**src/rtl/miner_nonce_scheduler.sv**
```systemverilog
// miner_nonce_scheduler: shares one nonce range across miner cores, records the first hit, drains in-flight cores
module miner_nonce_scheduler #(
  parameter int NUM_CORES = 4,
  parameter int NONCE_W = 32
) (
  input  logic                           clk,
  input  logic                           n_rst,
  input  logic                           start,
  input  logic                           abort,
  input  logic [NONCE_W-1:0]             nonce_start,
  input  logic [NONCE_W-1:0]             nonce_end,
  input  logic [NUM_CORES-1:0]           core_finished,
  input  logic [NUM_CORES-1:0]           core_hit,
  output logic [NUM_CORES-1:0]           core_hash_enable,
  output logic [NUM_CORES*NONCE_W-1:0]   core_nonce,
  output logic                           busy,
  output logic                           done,
  output logic                           found,
  output logic [NONCE_W-1:0]             found_nonce,
  output logic                           exhausted
);
  localparam int IW = NUM_CORES > 1 ? $clog2(NUM_CORES) : 1;
  localparam logic [1:0] IDLE = 2'd0, DISPATCH = 2'd1, DRAIN = 2'd2, DONE = 2'd3;
  logic [1:0] state;
  logic [NUM_CORES-1:0] core_busy, hits;
  logic [NONCE_W-1:0] next_nonce, end_nonce;
  logic [IW-1:0] free_idx, hit_idx;
  logic any_free, last;
  assign busy = state != IDLE;
  assign done = state == DONE;
  assign hits = core_finished & core_hit & core_busy;
  assign any_free = ~&core_busy;
  assign last = next_nonce == end_nonce;
  // lowest-index idle core and lowest-index hitting core
  always_comb begin
    free_idx = '0;
    hit_idx = '0;
    for (int i = NUM_CORES - 1; i >= 0; i--) begin
      if (!core_busy[i]) free_idx = IW'(i);
      if (hits[i]) hit_idx = IW'(i);
    end
  end
  // job FSM: dispatch one idle core per cycle, stop on hit, last nonce or abort, then drain
  always_ff @(posedge clk or negedge n_rst)
    if (!n_rst) begin
      state <= IDLE;
      core_busy <= '0;
      next_nonce <= '0;
      end_nonce <= '0;
      core_hash_enable <= '0;
      core_nonce <= '0;
      found <= 1'b0;
      found_nonce <= '0;
      exhausted <= 1'b0;
    end else begin
      core_hash_enable <= '0;
      core_busy <= core_busy & ~core_finished;
      if (|hits && !found) begin
        found <= 1'b1;
        found_nonce <= core_nonce[hit_idx*NONCE_W +: NONCE_W];
      end
      case (state)
        IDLE: if (start) begin
          next_nonce <= nonce_start;
          end_nonce <= nonce_end;
          found <= 1'b0;
          found_nonce <= '0;
          exhausted <= nonce_start > nonce_end;
          state <= nonce_start > nonce_end ? DRAIN : DISPATCH;
        end
        DISPATCH: if (abort) state <= DRAIN;
        else begin
          if (any_free) begin
            core_hash_enable[free_idx] <= 1'b1;
            core_nonce[free_idx*NONCE_W +: NONCE_W] <= next_nonce;
            core_busy[free_idx] <= 1'b1;
            next_nonce <= next_nonce + 1'b1;
            exhausted <= last;
          end
          if ((any_free && last) || |hits) state <= DRAIN;
        end
        DRAIN: if (core_busy == '0) state <= DONE;
        default: state <= IDLE;
      endcase
    end
endmodule

```
**config.mk**
```make
export PLATFORM = sky130hd
export DESIGN_NAME = miner_nonce_scheduler
export DESIGN_NICKNAME = d
export VERILOG_FILES = /design/src/rtl/miner_nonce_scheduler.sv
export SDC_FILE = /design/constraint.sdc
export NUM_CORES = 1
export LEC_CHECK = 0
export BUFFER_PORTS_ARGS = -buffer_cell sky130_fd_sc_hd__buf_2
export CAP_MARGIN = 20
export CORE_ASPECT_RATIO = 1.75
export CORE_MARGIN = 2
export CORE_UTILIZATION = 60
export DETAILED_ROUTE_END_ITERATION = 10
export PLACE_DENSITY = 0.86
export SLEW_MARGIN = 5
export SYNTH_ARGS = -nofsm -noshare
export SYNTH_HDL_FRONTEND = slang
export SYNTH_SLANG_ARGS = --single-unit
```
**constraint.sdc**
```tcl
create_clock -name clk -period 5.8 [get_ports clk]
set_input_delay 0.58 -clock clk [delete_from_list [all_inputs] [get_ports clk]]
set_output_delay 0.58 -clock clk [all_outputs]
set_load 0.1 [all_outputs]
```
# Word level (Yosys, flattened, before mapping)
# Index checks and enable logic that the tools add are counted.
[totals] ram_bits=0 mem_count=0 register_bits=236 rom_bits=0 elab_cells=86 output_inout_bits=168 latchBits=0
[op_classes] mul=0 muxes=37 addsub=2 order_cmp=3 reduce_logical=16 bitwise=7 n_eq_ne=9 div=0 shifts=3
[ops] cell="$mux W32" count=6
[ops] cell="$bwmux W128" count=1
[ops] cell="$shift A32 B34 Y128 const A" count=1
[ops] cell="$shiftx A128 B8 Y32" count=1
[ops] cell="$shiftx A32 B34 Y128" count=1
[ops] cell="$pmux W32 S2" count=1
[ops] cell="$neg A7 Y34" count=1
[ops] cell="$add A32 B1 Y32 const B" count=1
[ops] cell="$eq A32 B32 Y1" count=1
[ops] cell="$gt A32 B32 Y1" count=1
[ops] cell="$mux W2" count=13
[ops] cell="$mux W4" count=6
[ops] cell="$and A4 B4 Y4" count=3
[ops] cell="$ne A2 B2 Y1 const B" count=4
[ops] cell="$reduce_and A4 Y1" count=2
[ops] cell="$mux W1" count=7
[ops] cell="$pmux W2 S3" count=1
[ops] cell="$reduce_and A3 Y1" count=2
[ops] cell="$eq A2 B2 Y1 const B" count=2
[ops] cell="$logic_not A4 Y1" count=1
[ops] cell="$not A4 Y4" count=1
[ops] cell="$or A4 B4 Y4" count=1
[ops] cell="$reduce_bool A2 Y1" count=2
[ops] cell="$reduce_or A4 Y1" count=1
[ops] cell="other kinds (12)" count=16

# Logic depth before layout (Yosys ltp)
# Gate-level depths: netlist (run 1).
[logic_depth] depth_word=12 mapped_depth=10 mapped_depth_nobuf=8

# Worst setup path after synthesis (run 1)
# No wires, ideal clock.
[synth_path] path_kind="register to register" from="register state[1]" to="register next_nonce[10]" t_required_ps=5723 period_less_slack_ps=2427 slack_ps=3373 n_path_buf=2 stages_incl_launch_ff=11 t_arrival_ps=2350 path_cell_list="dfrtp_1 inv_1 ha_1 inv_1 nor2_1 o21a_1 buf_2 nand2_1 buf_2 o22ai_1 a21oi_1"
[synth_via] elab_chain_cells=3
[synth_lines] element="start, declared" line_no="24" text="logic [1:0] state;"
[synth_lines] element="start signal, assigned" line_no="69" text="state <= nonce_start > nonce_end ? DRAIN : DISPATCH;"
[synth_lines] element="$eq A2 B1 Y1 / $logic_not A2 Y1 (equally long branches)" line_no="62" text="case (state)"
[synth_lines] element="$ne A2 B2 Y1 (no line) / $reduce_bool A2 Y1 (equally long branches)"
[synth_lines] element="$reduce_and A4 Y1 (no line)"
[synth_lines] element="end signal, assigned" line_no="64" text="next_nonce <= nonce_start;"
[synth_lines] element="end signal, assigned" line_no="77" text="next_nonce <= next_nonce + 1'b1;"
[synth_lines] element="end, declared" line_no="26" text="logic [NONCE_W-1:0] next_nonce, end_nonce;"
# Parallel ways exist; a longest one is shown, timed or not.
# A chain may end at the register's enable or synchronous reset.

# Worst setup path in the final report (run 1)
[layout_path] from="register state[1]" to="register next_nonce[8]"
# Same word-level chain as after synthesis.

==> reports/metrics.yaml, run 1 <==
timing:
  finalCritPeriodShare: 0.630
  fmax_ghz: 0.274
  skew_ns: 0.0137
  period_needed_ns: 3.65
  slew_viol_final: 0
  setup_violations: 0
  fin_ws_ns: 2.15
  timing_hold_violations_final: 0
  maxSlewHeadroom: 0.346
  fin_tns_setup_ns: 0
  tightest_slew_ns: 0.973
  grt_setup_unrepaired: "no"
  hold_ws_ns: 0.144
power_and_ir_drop:
  power_mw: 7.71
  ir_drop_mv: 0.481
  p_leak_nw: 6.87
  power-per-cell-area_mw_per_mm2: 550
synth:
  ys_top_cells_by_area: "dfrtp_1 (49%), a22o_1 (9.4%), nand2_1 (5.4%)"
  synth.distinct_cells: 63
  ys.flop_type: "dfrtp_1"
  netlist.area_leader.share: 0.494
  syn_area_per_cell_um2: 10.1
  syn_inst: 1183
  synth_area_leader_cell: "dfrtp_1"
  postSynth.asyncResetShare: 1.00
  synth_edf_count: 0
  synth_nets: 1305
  yosysSeqAreaShare: 0.494
  yosys_warnings: 0
  netlist_area_mm2: 0.0120
  synth-seq-cells: 236
global_route:
  antenna_found_initial: 0
  top_usage_layer: "met2"
  use_met2: 0.563
  grt_util_met1: 0.385
  grt_pass1_vias: 10069
  overflow: 0
  use_met3: 0.0496
  track_usage: 0.326
  grt_max_degree: 121
  grt_pass1_wl_um: 55200
setup_path:
  cp-start-kind: "flip-flop"
  cp_slowest_cell: "nand2_1"
  critPathCaptureType: "flip-flop"
  r2r-start: "state[1]"
  slowest_delay_ns: 0.71
  cp.arrival_ns: 4.04
  required_ns: 6.18
  crit_start: "state[1]"
  cp_num_buf_inv: 4
  worst-setup-path-type: "flip-flop to flip-flop"
  worstPathCellList: "inv_1 > ha_1 > buf_4 > inv_2 > nor3b_4 > o21a_1 > buf_4 > nand2_1 > o221a_2"
  cp_top_family: "buffers and inverters"
  crit_top_cell: "buf_4"
  crit_fanout: 55
die:
  row_count: 68
  coreArea_mm2: 0.0197
  io_pins: 244
  die_area_mm2: 0.0211
  die_width_um: 111
  die_h_um: 191
  initial_core_util: 0.609
clock_network:
  hold_buffers: 0
  clock_latency_ns: 0.51
  clk_pin_slew_ns: 0.06
  cts.sinks: 236
  clk_path_buf_depth: 3
  cts_tree: "built"
  cts_setup_buffers: 0
  h-tree-depth: 1
  numCtsBuffers: 21
  root_buffer: "clkbuf_16"
  post_cts_resized: 0
run_status:
  status: "completed"
final_layout:
  area_growth_pct: 17.2
  final_cell_mix: "buf_2 (242), dfrtp_1 (236), nand2_1 (173)"
  drive_above_1_share: 0.234
  mostFrequentLayoutCell: "buf_2"
  layout.nets: 1484
  fin_util: 0.713
  diodes: 0
route:
  totalWireLength_um: 35100
  detail_route.wl_per_cell_um: 21.6
  drtPass1Iterations: 5
  ant_nets: 0
  drc: 0
  drt_iter0_markers: 834
  vias_per_cell: 6.43
  routed-via-count: 10432
hold_path:
  hp-class: "input port to asynchronous set/reset pin"
placement:
  dpl.hpwl_um: 24600
  pre_cts_ws_ns: 1.74
  port_buffers: 243
  place_congestion: 0.928
run:
  maxCapViolCount: 0
[synthesized netlist by cell type, types with 7 or more instances]
master and number:
o21ai_0 60, dfrtp_1 236, nand2_1 173, a311o_1 32
clkbuf_1 55, nand3_1 25, a22o_1 128, a211oi_1 32
mux2i_1 10, nor2_1 13, and3_1 7, a21oi_1 79
inv_1 45, ha_1 46, xnor2_1 32, buf_2 34
o22ai_1 26, nand4_1 24, buf_4 9, nor2b_1 33
and2_1 7
[cell families after synthesis]
family                     after synthesis  share of synthesized area
buffers and inverters                  152                     0.0556
adders and majority gates               46                     0.0481
DFF                                    236                      0.494
xor gates and xnor gates                32                     0.0234
AOI/OAI and AO/OA                      386                      0.236
muxes                                   11                    0.00931
and+or+nand+nor                        320                      0.134
[path summary, 6_finish.rpt]
check	endpoint	slack, ns	cells after the start
worst max-delay path	next_nonce[8]	2.15	9
worst min register to register	end_nonce[26]	0.51	2
max in group asynchronous	core_nonce[44]	4.25	2
min in group clk	core_busy[2]	0.28	2
worst max register to register	next_nonce[8]	2.15	9
worst min-delay path	end_nonce[4]	0.14	1
[flip-flops by register name, summed over array words and instances (netlist names)]
name	cells
core_busy	4
exhausted	1
found	1
core_nonce	128
found_nonce	32
state	2
end_nonce	32
core_hash_enable	4
next_nonce	32
[area by class of cell]
cell class	instances	area, um2
timing repair buffer	262	1410
fill	1462	5640
tap	245	307
inverter	46	173
sequential	236	5910
clock buffer	27	598
multi-input combinational	795	5440
clock inverter	11	189
[metrics by stage]
stage,cells,cell area [um2]
finish,1622,14000
global route,1622,14000
CTS,1620,14000
detailed placement,1582,13200
global placement,1582,13200
floorplan,1183,12000
[report_power, final]
group          total (mW)  internal (mW)  leakage [nW]  switching, mW
combinational        3.42          0.900          3.36           2.52
sequential           2.71           2.07          3.12          0.646
clock                1.58          0.954         0.383          0.624
total                7.71           3.92          6.87           3.79
[per-layer routing]
layer / wire [um] / vias up
li1: - / 4666
met5: 0 / -
met2: 17700 / 524
met4: 2330 / 0
met1: 12700 / 5115
met3: 2330 / 127
Power figures use the tool's default switching activity.
==> inputs of run 2 (changes only) <==
CORE_UTILIZATION = 50   (was 60)
PLACE_DENSITY = 0.77   (was 0.86)
clock period = 3.2 ns   (was 5.8 ns; I/O delays follow)
==> run 2 against run 1 <==
Wire length up 4.2%. Register-to-register slack got worse by 1.4 ns. Sequential power grew 78%. Non-clock buffer count is 16 higher. Combinational power grew 87%. Count of clock-buffer cells in the layout is 5 higher. First-iteration DRC count decreased by 11%. Cell area is 1.3% higher. Cell count up 4.7%. Critical path depth down 2. Utilization fell by 11 points. Clock power increased by 73%.
==> reports/metrics.yaml, run 2 (same netlist as run 1, synthesis figures left out) <==
route:
  met1_length_um: 13600
  routed.top_layer: "met4"
  drtPass1Iterations: 5
  drt_iter0_markers: 739
  totalWireLength_um: 36600
  drc: 0
  routed-wl-met3_um: 2250
  detail_route.wl_per_cell_um: 21.5
  ant_nets: 0
  vias_per_cell: 6.13
  wl_met2_um: 18600
  routed-via-count: 10403
final_layout:
  largest_reg_flops: 128
  area_growth_pct: 18.7
  drive_above_1_share: 0.239
  final_cell_mix: "buf_2 (242), dfrtp_1 (236), nand2_1 (173)"
  final_cell_area_mm2: 0.0142
  diodes: 0
  layout.nets: 1501
  top_register: "core_nonce"
  mostFrequentLayoutCell: "buf_2"
  n_fill_cell: 1999
power_and_ir_drop:
  ir_drop_mv: 0.519
  p_leak_nw: 6.92
  power_mw: 13.9
  power-per-cell-area_mw_per_mm2: 982
timing:
  grt_setup_unrepaired: "no"
  fin_ws_ns: 0.715
  tightest_slew_ns: 0.935
  skew_ns: 0.0129
  period_needed_ns: 2.48
  slew_viol_final: 0
  timing_hold_violations_final: 0
  setup_violations: 0
  fin_tns_setup_ns: 0
  fmax_ghz: 0.402
  finalCritPeriodShare: 0.777
  maxSlewHeadroom: 0.377
setup_path:
  crit_fanout: 11
  required_ns: 3.62
  cp-start-kind: "flip-flop"
  worst-setup-path-type: "flip-flop to flip-flop"
  critPathCaptureType: "flip-flop"
  cp.arrival_ns: 2.91
placement:
  port_buffers: 243
  pre_cts_ws_ns: 0.684
  place_congestion: 0.931
  placed_area_mm2: 0.0134
  dpl.hpwl_um: 26300
die:
  die_area_mm2: 0.0252
  die_width_um: 121
  row_count: 74
  coreArea_mm2: 0.0234
  die_h_um: 209
  io_pins: 244
  initial_core_util: 0.511
global_route:
  antenna_found_initial: 0
  overflow: 0
  grt_pass1_vias: 10330
  track_usage: 0.287
  grt_max_degree: 82
  grt_pass1_wl_um: 56900
clock_network:
  h-tree-depth: 1
  clk_path_buf_depth: 3
  cts_setup_buffers: 0
  cts.sinks: 236
  root_buffer: "clkbuf_16"
  numCtsBuffers: 22
  clock_latency_ns: 0.51
  cts_tree: "built"
  hold_buffers: 1
  clk_pin_slew_ns: 0.07
  post_cts_resized: 0
run:
  maxCapViolCount: 0
hold_path:
  hp-class: "input port to flip-flop"
run_status:
  status: "completed"
## run 2: changes by cell type in the layout (fill, tap and decap cells not counted), sizes merged
cell         previous run  this run
clkinv                  3         2
buf                   262       277
dlygate4sd3             0         1
bufinv                  5         3
clkbuf                 27        32
inv                    47        46
## run 2: worst max-delay path, stage by stage, from the launching register on
cell	delay (ns)
dfrtp_1	0.58
ha_1	0.25
and3_1	0.36
nand3_4	0.17
or3_4	0.44
o311ai_4	0.29
o221ai_2	0.12
a31oi_1	0.16
## run 2: power breakdown
part           total (mW)  switching, mW  internal, mW
Combinational        6.39           4.72          1.68
Sequential           4.82           1.07          3.75
Clock                2.73           1.12          1.61
Total                13.9           6.91          7.03
## run 2: layout make-up
type / instances / area, um2 / area share
Sequential cell: 236 / 5910 / 0.416
Tap cell: 304 / 380 / 0.0268
Timing Repair Buffer: 278 / 1550 / 0.109
Clock inverter: 7 / 115 / 0.00811
Inverter: 46 / 173 / 0.0122
Clock buffer: 32 / 629 / 0.0443
Multi-Input combinational cell: 795 / 5440 / 0.383
## run 2: final timing paths
check / slack (ns) / startpoint / end / cells past startpoint
worst max-delay path: 0.72 / next_nonce[0] / next_nonce[30] / 7
worst min-delay path: 0.009 / core_finished[2] / core_busy[2] / 2
worst max register to register: 0.72 / next_nonce[0] / next_nonce[30] / 7
worst min register to register: 0.50 / end_nonce[15] / end_nonce[15] / 2
max in group asynchronous: 1.93 / n_rst / core_nonce[46] / 3
min in group asynchronous: 0.39 / n_rst / core_hash_enable[2] / 2
## run 2: through the flow
stage,cells,util,hold WS [ns]
6_report,1698,0.606,0.00932
3_3_place_gp,1658,0.574,0.366
4_1_cts,1698,0.606,0.00577
2_1_floorplan,1183,-,0.0244
5_1_grt,1698,0.606,0.0161
3_5_place_dp,1658,0.574,0.365
## run 2: metal layers
layer	vias up	track usage
li1	4703	-
met1	5157	0.336
met2	439	0.497
met3	104	0.0404
met4	0	0.162
met5	-	0
==> inputs of run 3 (changes only) <==
clock period = 2.27 ns   (was 3.2 ns; I/O delays follow)
==> run 3 against run 2 <==
Die area is the same. Sequential cell count did not move. First-iteration DRC count is 22% higher. Count of clock-buffer cells in the layout up 1. Worst setup slack got worse by 0.70 ns. Cell area is 8.0% higher. Non-clock buffer count increased by 112. Utilization rose by 4.9 points. Combinational power increased by 66%. Clock skew is 0.0055 ns higher.
==> reports/metrics.yaml, run 3 (same netlist as run 1, synthesis figures left out) <==
power_and_ir_drop:
  power_mw: 20.7
  ir_drop_mv: 0.691
  power-per-cell-area_mw_per_mm2: 1350
  p_leak_nw: 7.51
final_layout:
  layout.nets: 1613
  largest_reg_flops: 128
  area_growth_pct: 28.2
  n_fill_cell: 1782
  drive_above_1_share: 0.288
  mostFrequentLayoutCell: "buf_2"
  top_register: "core_nonce"
  final_cell_mix: "buf_2 (244), dfrtp_1 (236), nand2_1 (168)"
timing:
  slew_viol_final: 0
  hold_ws_ns: 0.00758
  maxSlewHeadroom: 0.620
  fmax_ghz: 0.443
  skew_ns: 0.0184
  setup_violations: 0
  tightest_slew_ns: 0.569
  timing_hold_violations_final: 0
  finalCritPeriodShare: 0.994
  grt_setup_unrepaired: "yes"
  period_needed_ns: 2.26
route:
  met1_length_um: 14800
  wl_met2_um: 20500
  drc: 0
  drtPass1Iterations: 5
  routed.top_layer: "met4"
  routed-wl-met3_um: 2340
  drt_iter0_markers: 901
  detail_route.wl_per_cell_um: 22.2
  vias_per_cell: 6.09
  ant_nets: 0
  totalWireLength_um: 40200
  routed-via-count: 11026
clock_network:
  h-tree-depth: 1
  cts_tree: "built"
  clock_latency_ns: 0.53
  root_buffer: "clkbuf_16"
  cts.sinks: 236
  clk_path_buf_depth: 3
  numCtsBuffers: 22
  clk_pin_slew_ns: 0.07
die:
  die_h_um: 209
  row_count: 74
  die_width_um: 121
  io_pins: 244
  initial_core_util: 0.511
  coreArea_mm2: 0.0234
  die_area_mm2: 0.0252
placement:
  port_buffers: 243
  dpl.hpwl_um: 27700
  place_congestion: 0.928
setup_path:
  cp.arrival_ns: 2.73
  required_ns: 2.74
  crit_fanout: 3
  worst-setup-path-type: "input port to flip-flop"
  cp-start-kind: "input port"
  critPathCaptureType: "flip-flop"
run_status:
  status: "completed"
global_route:
  grt_max_degree: 97
  grt_pass1_wl_um: 60400
  track_usage: 0.307
  grt_pass1_vias: 10897
  antenna_found_initial: 1
  overflow: 0
run:
  maxCapViolCount: 0
hold_path:
  hp-class: "input port to flip-flop"
## run 3: critical path, stage by stage
cell	delay, ns
dlygate4sd3_1	0.55
buf_2	0.13
inv_1	0.07
ha_4	0.28
nand4_1	0.12
or4_4	0.59
o21ai_1	0.19
o22ai_2	0.13
o41ai_2	0.27
mux2_1	0.17
## run 3: report_power, final
group / internal [mW] / switching (mW) / total [mW] / leakage, nW
combinational: 3.09 / 7.49 / 10.6 / 4.01
clock: 2.22 / 1.64 / 3.86 / 0.377
sequential: 5.29 / 0.971 / 6.26 / 3.12
total: 10.6 / 10.1 / 20.7 / 7.51
## run 3: timing repair
| action | 4_1_cts | 5_1_grt |
|---|---|---|
| setup endpoints to repair | 1 | 139 |
| gates cloned | 0 | 5 |
| buffers inserted | 0 | 13 |
| resized for setup | 1 | 29 |
| hold buffers | 37 | 0 |
| hold endpoints to repair | 98 | 0 |
| pin swaps | 0 | 8 |
## run 3: stage by stage
stage,cells,TNS [ns],util,worst slack [ns],cell area [um2]
2_1_floorplan,1183,0,-,0.0231,12000
3_3_place_gp,1716,-0.0308,0.595,-0.0308,13900
3_5_place_dp,1716,-0.162,0.595,-0.0830,13900
4_1_cts,1792,0,0.643,0.00787,15100
5_1_grt,1811,-2.56,0.655,-0.0846,15300
6_report,1811,0,0.655,0.0128,15300
## run 3: routing by layer
metal	track usage	vias to the layer above
li1	-	4917
met1	0.360	5503
met2	0.532	484
met3	0.0388	122
met4	0.177	0
met5	0	-
## run 3: final timing paths
| kind | from | endpoint | slack, ns | depth (start not counted) |
|---|---|---|---|---|
| min in group asynchronous | n_rst | end_nonce[7] | 0.26 | 2 |
| min reg2reg | end_nonce[6] | end_nonce[6] | 0.50 | 2 |
| max in group asynchronous | n_rst | core_nonce[20] | 1.28 | 3 |
| min | nonce_end[5] | end_nonce[5] | 0.008 | 3 |
| max | nonce_end[11] | state[0] | 0.01 | 10 |
| max reg2reg | state[1] | core_nonce[101] | 0.05 | 10 |
## run 3: area by class of cell
type | instances | area, um2 | share of cell area
Sequential cell | 236 | 5910 | 0.385
Tap cell | 304 | 380 | 0.0248
Multi-Input combinational cell | 795 | 5530 | 0.361
Timing Repair Buffer | 390 | 2580 | 0.168
Clock buffer | 33 | 693 | 0.0452
Antenna cell | 1 | 2.50 | 0.000163
Inverter | 46 | 180 | 0.0117
Clock inverter | 6 | 58.8 | 0.00383
